<file path="src/rtl/imem_access_arbiter.sv">
// rtl/imem_access_arbiter.sv - two-port round-robin read arbiter in front of the instruction memory
module imem_access_arbiter #(
    parameter int RD_CYCLES  = 1,
    parameter int ADDR_WIDTH = 64,
    parameter int DATA_WIDTH = 32
) (
    input  logic                  CLK,
    input  logic                  Reset,
    input  logic                  f_req,
    input  logic [ADDR_WIDTH-1:0] f_addr,
    output logic                  f_gnt,
    output logic                  f_valid,
    output logic [DATA_WIDTH-1:0] f_data,
    output logic                  f_err,
    input  logic                  d_req,
    input  logic [ADDR_WIDTH-1:0] d_addr,
    output logic                  d_gnt,
    output logic                  d_valid,
    output logic [DATA_WIDTH-1:0] d_data,
    output logic                  d_err,
    output logic [ADDR_WIDTH-1:0] mem_addr,
    input  logic [DATA_WIDTH-1:0] mem_data,
    output logic                  busy
);

    localparam int CNT_W = (RD_CYCLES > 1) ? $clog2(RD_CYCLES) : 1;
    localparam logic [CNT_W-1:0] CNT_LAST = CNT_W'(RD_CYCLES - 1);
    localparam logic SEL_F = 1'b0;
    localparam logic SEL_D = 1'b1;

    typedef enum logic [1:0] {IDLE, WAIT, ERR} state_t;

    state_t                state_q, state_d;
    logic [CNT_W-1:0]      cnt_q, cnt_d;
    logic                  owner_q, owner_d;
    logic                  last_q, last_d;
    logic [ADDR_WIDTH-1:0] mem_addr_q, mem_addr_d;
    logic                  f_gnt_q, f_gnt_d, d_gnt_q, d_gnt_d;
    logic                  f_valid_q, f_valid_d, d_valid_q, d_valid_d;
    logic                  f_err_q, f_err_d, d_err_q, d_err_d;
    logic [DATA_WIDTH-1:0] f_data_q, f_data_d, d_data_q, d_data_d;
    logic                  sel;
    logic [ADDR_WIDTH-1:0] sel_addr;

    always_comb begin
        state_d    = state_q;
        cnt_d      = cnt_q;
        owner_d    = owner_q;
        last_d     = last_q;
        mem_addr_d = mem_addr_q;
        f_gnt_d    = 1'b0;
        d_gnt_d    = 1'b0;
        f_valid_d  = 1'b0;
        d_valid_d  = 1'b0;
        f_err_d    = 1'b0;
        d_err_d    = 1'b0;
        f_data_d   = f_data_q;
        d_data_d   = d_data_q;
        // On a tie the port that did not win last time gets the grant.
        sel        = (f_req && d_req) ? ~last_q : (d_req ? SEL_D : SEL_F);
        sel_addr   = (sel == SEL_D) ? d_addr : f_addr;

        case (state_q)
            IDLE: begin
                if (f_req || d_req) begin
                    owner_d = sel;
                    last_d  = sel;
                    if (sel == SEL_D) d_gnt_d = 1'b1;
                    else              f_gnt_d = 1'b1;
                    if (sel_addr[1:0] != 2'b00) begin
                        state_d = ERR;
                    end else begin
                        mem_addr_d = sel_addr;
                        cnt_d      = '0;
                        state_d    = WAIT;
                    end
                end
            end
            WAIT: begin
                cnt_d = cnt_q + CNT_W'(1);
                if (cnt_q == CNT_LAST) begin
                    state_d = IDLE;
                    if (owner_q == SEL_D) begin
                        d_valid_d = 1'b1;
                        d_data_d  = mem_data;
                    end else begin
                        f_valid_d = 1'b1;
                        f_data_d  = mem_data;
                    end
                end
            end
            ERR: begin
                state_d = IDLE;
                if (owner_q == SEL_D) begin
                    d_valid_d = 1'b1;
                    d_err_d   = 1'b1;
                    d_data_d  = '0;
                end else begin
                    f_valid_d = 1'b1;
                    f_err_d   = 1'b1;
                    f_data_d  = '0;
                end
            end
            default: state_d = IDLE;
        endcase
    end

    always_ff @(posedge CLK or posedge Reset) begin
        if (Reset) begin
            state_q    <= IDLE;
            cnt_q      <= '0;
            owner_q    <= SEL_D;
            last_q     <= SEL_D;
            mem_addr_q <= '0;
            f_gnt_q    <= 1'b0;
            d_gnt_q    <= 1'b0;
            f_valid_q  <= 1'b0;
            d_valid_q  <= 1'b0;
            f_err_q    <= 1'b0;
            d_err_q    <= 1'b0;
            f_data_q   <= '0;
            d_data_q   <= '0;
        end else begin
            state_q    <= state_d;
            cnt_q      <= cnt_d;
            owner_q    <= owner_d;
            last_q     <= last_d;
            mem_addr_q <= mem_addr_d;
            f_gnt_q    <= f_gnt_d;
            d_gnt_q    <= d_gnt_d;
            f_valid_q  <= f_valid_d;
            d_valid_q  <= d_valid_d;
            f_err_q    <= f_err_d;
            d_err_q    <= d_err_d;
            f_data_q   <= f_data_d;
            d_data_q   <= d_data_d;
        end
    end

    assign f_gnt    = f_gnt_q;
    assign f_valid  = f_valid_q;
    assign f_data   = f_data_q;
    assign f_err    = f_err_q;
    assign d_gnt    = d_gnt_q;
    assign d_valid  = d_valid_q;
    assign d_data   = d_data_q;
    assign d_err    = d_err_q;
    assign mem_addr = mem_addr_q;
    assign busy     = (state_q != IDLE);

endmodule
</file>
<file path="config.mk">
export PLATFORM = sky130hd
export DESIGN_NAME = imem_access_arbiter
export DESIGN_NICKNAME = d
export VERILOG_FILES = /design/src/rtl/imem_access_arbiter.sv
export SDC_FILE = /design/constraint.sdc
export NUM_CORES = 1
export LEC_CHECK = 0
export BUFFER_PORTS_ARGS = -buffer_cell sky130_fd_sc_hd__buf_2
export CORE_MARGIN = 4
export CORE_UTILIZATION = 45
export CTS_CLUSTER_DIAMETER = 80
export DETAILED_ROUTE_END_ITERATION = 10
export GPL_TIMING_DRIVEN = 0
export PLACE_DENSITY = 0.78
export SYNTH_ARGS = -nofsm -noshare
export SYNTH_HDL_FRONTEND = slang
export SYNTH_SLANG_ARGS = --single-unit
</file>
<file path="constraint.sdc">
create_clock -name CLK -period 13.5 [get_ports CLK]
set_clock_uncertainty 0.1 [all_clocks]
set_input_delay 2.025 -clock CLK [delete_from_list [all_inputs] [get_ports CLK]]
set_output_delay 2.025 -clock CLK [all_outputs]
set_load 0.005 [all_outputs]
</file>
# Word-level counts from Yosys, hierarchy flattened
# Cells that the tools add are included.
[word_totals]
reg_bits = 138
inputBits = 164
output_inout_bits = 135
word_cells = 69
[op_classes]
n_addsub = 1
n_eq_ne = 9
muxes = 32
bitwise_logic = 2
reduce_logical = 13
[ops]
columns = ["operator", "n"]
rows = [
  ["$mux W32", 6],
  ["$pmux W32 S2", 2],
  ["$mux W64", 1],
  ["$mux W1", 16],
  ["$ne A2 B2 Y1 const B", 7],
  ["$reduce_and A4 Y1", 2],
  ["$reduce_bool A2 Y1", 4],
  ["$mux W2", 3],
  ["$pmux W1 S2", 3],
  ["$reduce_and A3 Y1", 2],
  ["$pmux W2 S2", 1],
  ["$reduce_and A2 Y1", 2],
  ["$eq A2 B1 Y1 const B", 1],
  ["$eq A2 B2 Y1 const B", 1],
  ["$logic_not A2 Y1", 1],
  ["$not A1 Y1", 2],
  ["$add A1 B1 Y1 const B", 1],
  ["$logic_and A1 B1 Y1", 1],
  ["$logic_or A1 B1 Y1", 1],
]

# Logic depth before layout (Yosys ltp)
[logic_depth]
ltp_word = 7
ltp_mapped = 8

# Worst setup path after synthesis
# No wires, ideal clock.
[synth_path]
path_type = "in2reg"
start = "input d_req"
end = "register mem_addr_q[29] (netlist: mem_addr[29])"
arrival_time_ps = 3187
required_ps = 13275
setup_slack_ps = 10088
stages = 5
n_path_buf = 2
cell_sequence = "a21boi_2 -> buf_2 -> buf_2 -> mux2_2 -> mux2_2"
[synth_between]
elab_chain_cells = 6
word_cells_on_any_way = 8
classes_between = "mux: 3; bitwise: 1; reduce/logical: 4"
[synth_rtl]
columns = ["item", "line_no", "text"]
rows = [
  ["start, declared", "15", "input logic d_req,"],
  ["$mux W1 or $logic_and A1 B1 Y1 (tied branches)", "60", "sel = (f_req && d_req) ? ~last_q : (d_req ? SEL_D : SEL_F);"],
  ["$mux W1", "60", ""],
  ["$mux W64", "61", "sel_addr = (sel == SEL_D) ? d_addr : f_addr;"],
  ["$reduce_bool A2 Y1", "70", "if (sel_addr[1:0] != 2'b00) begin"],
  ["$not A1 Y1 (no source line)", "-", ""],
  ["$reduce_and A3 Y1 (no source line)", "-", ""],
  ["end signal, assigned", "128", "mem_addr_q <= mem_addr_d;"],
  ["end, declared", "37", "logic [ADDR_WIDTH-1:0] mem_addr_q, mem_addr_d;"],
]
# Parallel ways exist; a longest one is shown, timed or not.
# A chain may end at the register's enable or synchronous reset.

# Worst setup path in the final report
[layout_path]
start = "register state_q[0]"
end = "output busy"
[layout_between]
elab_chain_cells = 1
[layout_rtl]
columns = ["item", "line_no", "text"]
rows = [
  ["start, declared", "33", "state_t state_q, state_d;"],
  ["start signal, assigned", "124", "state_q <= state_d;"],
  ["$reduce_bool A2 Y1", "149", "assign busy = (state_q != IDLE);"],
  ["end, declared", "23", "output logic busy"],
]
# Every way passes these cells.

==> results.py <==
metrics = {
    "yosys": {
        "syn_inst": 490,
        "synth-main-ff-cell": "dfrtp_1",
        "synth_seq_cells": 138,
        "ys_async_sr_fraction": 1.00,
        "yosysWarnings": 0,
        "synth_edf_count": 0,
        "syn_avg_cell_area_um2": 12.5,
        "syn_area_mm2": 0.00614,
        "synth.distinct_cells": 25,
        "yosysSeqAreaShare": 0.562,
        "synth_nets": 657,
    },
    "cts": {
        "post_cts_resized": 0,
        "clk_pin_slew_ps": 60,
        "postCtsSetupRepairBufs": 0,
        "root_buffer": "clkbuf_16",
        "postCtsHoldBufs": 0,
        "htree_levels": 4,
        "clock_path_buffers": 2,
        "clkSinkCount": 138,
        "clock_latency_ps": 410,
        "cts_tree": "built",
        "numCtsBuffers": 17,
    },
    "timing": {
        "timing.final.crit_share": 0.257,
        "relSlewSlack": 0.524,
        "totalNegativeSetupSlack_ps": 0,
        "tightest_slew_ps": 711,
        "drv_slew": 0,
        "postLayoutSetupSlackWorst_ps": 10030,
        "max_freq_ghz": 0.288,
        "hold_viol_final": 0,
        "finalSetupViolCount": 0,
        "rsz0062_at_grt": "false",
        "finalCriticalPeriod_ps": 3470,
    },
    "placed_design": {
        "port_buffers": 298,
        "placedCellCount": 965,
        "post-place-ws_ps": 9620,
        "place.gp.congestion": 0.817,
        "dp_hpwl_mm": 12.9,
    },
    "die": {
        "die_h_um": 125,
        "io_pins": 299,
        "die_width_um": 125,
        "core-area_mm2": 0.0133,
        "initial_core_util": 0.462,
        "die_area_mm2": 0.0156,
        "rows": 42,
    },
    "power_and_ir_drop": {
        "total_power_w": 0.00194,
        "vdd_drop_max_uv": 87.9,
        "leakagePower_nw": 4.35,
        "powerDensity_mw_per_mm2": 228,
    },
    "critical_path": {
        "crit_type": "reg2out",
        "worstSetupStartpointType": "flip-flop",
        "arrival_ps": 1340,
        "worst_setup_path_end_kind": "output pin",
        "cp_data_required_time_ps": 11380,
        "worstPathMaxFanout": 5,
    },
    "global_route": {
        "track_usage": 0.217,
        "grt_pass1_vias": 5299,
        "antenna_found_initial": 0,
        "grt_pass1_wl_mm": 26.8,
        "overflow": 0,
        "grt_max_degree": 80,
    },
    "final_layout": {
        "finish.utilization": 0.640,
        "area_delta_synth_final_pct": 38.6,
        "drive_gt1_frac": 0.575,
        "finalNonFillerCells": 997,
        "antenna_cells": 0,
        "nets": 975,
    },
    "worst_hold_path": {
        "hold_class": "reg2reg",
    },
    "detailed_routing": {
        "drc": 0,
        "ant_nets": 0,
        "viasPerCell": 4.96,
        "dr_total_vias": 4942,
        "drtIter0Drc": 274,
        "wl_per_cell_um": 16.9,
        "drt_wl_total_mm": 16.8,
        "drt-pass1-iter-count": 4,
    },
    "status": {
        "status": "finished, final reports clean",
    },
    "job": {
        "cap_viol_max_count": 0,
    },
}
-- report_power, final --
group	internal [W]	total, W	leakage (nW)	switching, W
registers	0.000607	0.000711	1.71	0.000103
clock network	0.000310	0.000488	0.293	0.000178
logic	0.000373	0.000739	2.35	0.000367
total	0.00129	0.00194	4.35	0.000648
-- path summary, 6_finish.rpt --
path	cells after the start	slack (ps)	end	from
max	4	10030	busy	state_q[0]$_DFFE_PP0P_
min in group asynchronous	2	1570	mem_addr[50]$_DFFE_PP0P_	Reset
min	2	380	f_data[14]$_DFFE_PP0P_	f_data[14]$_DFFE_PP0P_
max in group asynchronous	3	10980	d_data[12]$_DFFE_PP0P_	Reset
max reg2reg	8	11140	d_data[24]$_DFFE_PP0P_	state_q[0]$_DFFE_PP0P_
min reg2reg	2	380	f_data[14]$_DFFE_PP0P_	f_data[14]$_DFFE_PP0P_
-- stage by stage --
stage | hold slack, ps | cell area, um2
final | 376 | 8510
after global routing | 406 | 8510
after detailed placement | 365 | 7890
after floorplan | 373 | 6140
after CTS | 379 | 8510
after global placement | 356 | 7850
-- cell families (layout without fill, tap and decap cells) --
| kind of cell | after synthesis | after routing | share of synthesized area |
|---|---|---|---|
| AOI/OAI and AO/OA | 78 | 78 | 0.0680 |
| adders and majority gates | 3 | 3 | 0.00611 |
| buffers and inverters | 36 | 367 | 0.0301 |
| DFF | 138 | 138 | 0.562 |
| muxes | 125 | 125 | 0.251 |
| and+or+nand+nor | 110 | 110 | 0.0823 |
-- placed cells by master (no fill, tap or decap), types with 2 or more instances in the layout --
cell / netlist / final
dfrtp_1: 137 / 137
nor2_1: 8 / 8
mux2_4: 36 / 36
nand2b_1: 32 / 32
bufinv_16: 0 / 4
buf_6: 5 / 5
clkinv_2: 0 / 2
nand2_1: 65 / 65
mux2_2: 88 / 88
a22o_1: 2 / 2
inv_1: 6 / 5
buf_2: 10 / 308
o21ai_0: 68 / 68
ha_1: 3 / 3
clkbuf_1: 15 / 16
inv_6: 0 / 4
clkbuf_16: 0 / 17
clkinvlp_4: 0 / 4
nor2b_1: 3 / 3
and2_1: 2 / 2
-- state kept, by name, summed over array words and instances, names as in the netlist --
name / count
f_data: 32
cnt_q: 1
state_q: 2
f_gnt: 1
d_valid: 1
d_gnt: 1
last_q: 1
d_err: 1
d_data: 32
mem_addr: 64
f_err: 1
f_valid: 1
-- cells in the mapped netlist, types with 2 or more instances --
cell type / count / area share
buf_6: 5 / 0.0092
clkbuf_1: 15 / 0.0092
ha_1: 3 / 0.0061
o21ai_0: 68 / 0.055
nor2_1: 8 / 0.0049
nand2b_1: 32 / 0.033
mux2_4: 36 / 0.088
nand2_1: 65 / 0.040
nor2b_1: 3 / 0.0031
and2_1: 2 / 0.0020
dfrtp_1: 137 / 0.56
mux2_2: 88 / 0.16
inv_1: 6 / 0.0037
buf_2: 10 / 0.0081
a22o_1: 2 / 0.0029
-- per-layer routing --
layer	vias to the layer above	global-route usage	wire [um]
li1	2317	-	-
met1	2370	0.260	6560
met2	232	0.378	8620
met3	23	0.0630	1350
met4	0	0.0689	298
met5	-	0	0
-- worst max-delay path: stages, from the launching register on --
cell	delay, ps
dfrtp_1	400
inv_1	90
ha_1	230
inv_1	80
buf_2	130
-- cell type report --
| type | instances | area, um2 |
|---|---|---|
| Tap cell | 176 | 220 |
| Clock inverter | 14 | 195 |
| Buffer | 30 | 163 |
| Inverter | 6 | 27.5 |
| Sequential cell | 138 | 3450 |
| Timing Repair Buffer | 299 | 1520 |
| Fill cell | 1054 | 4780 |
| Clock buffer | 18 | 429 |
| Multi-Input combinational cell | 316 | 2500 |
Power figures use the tool's default switching activity.
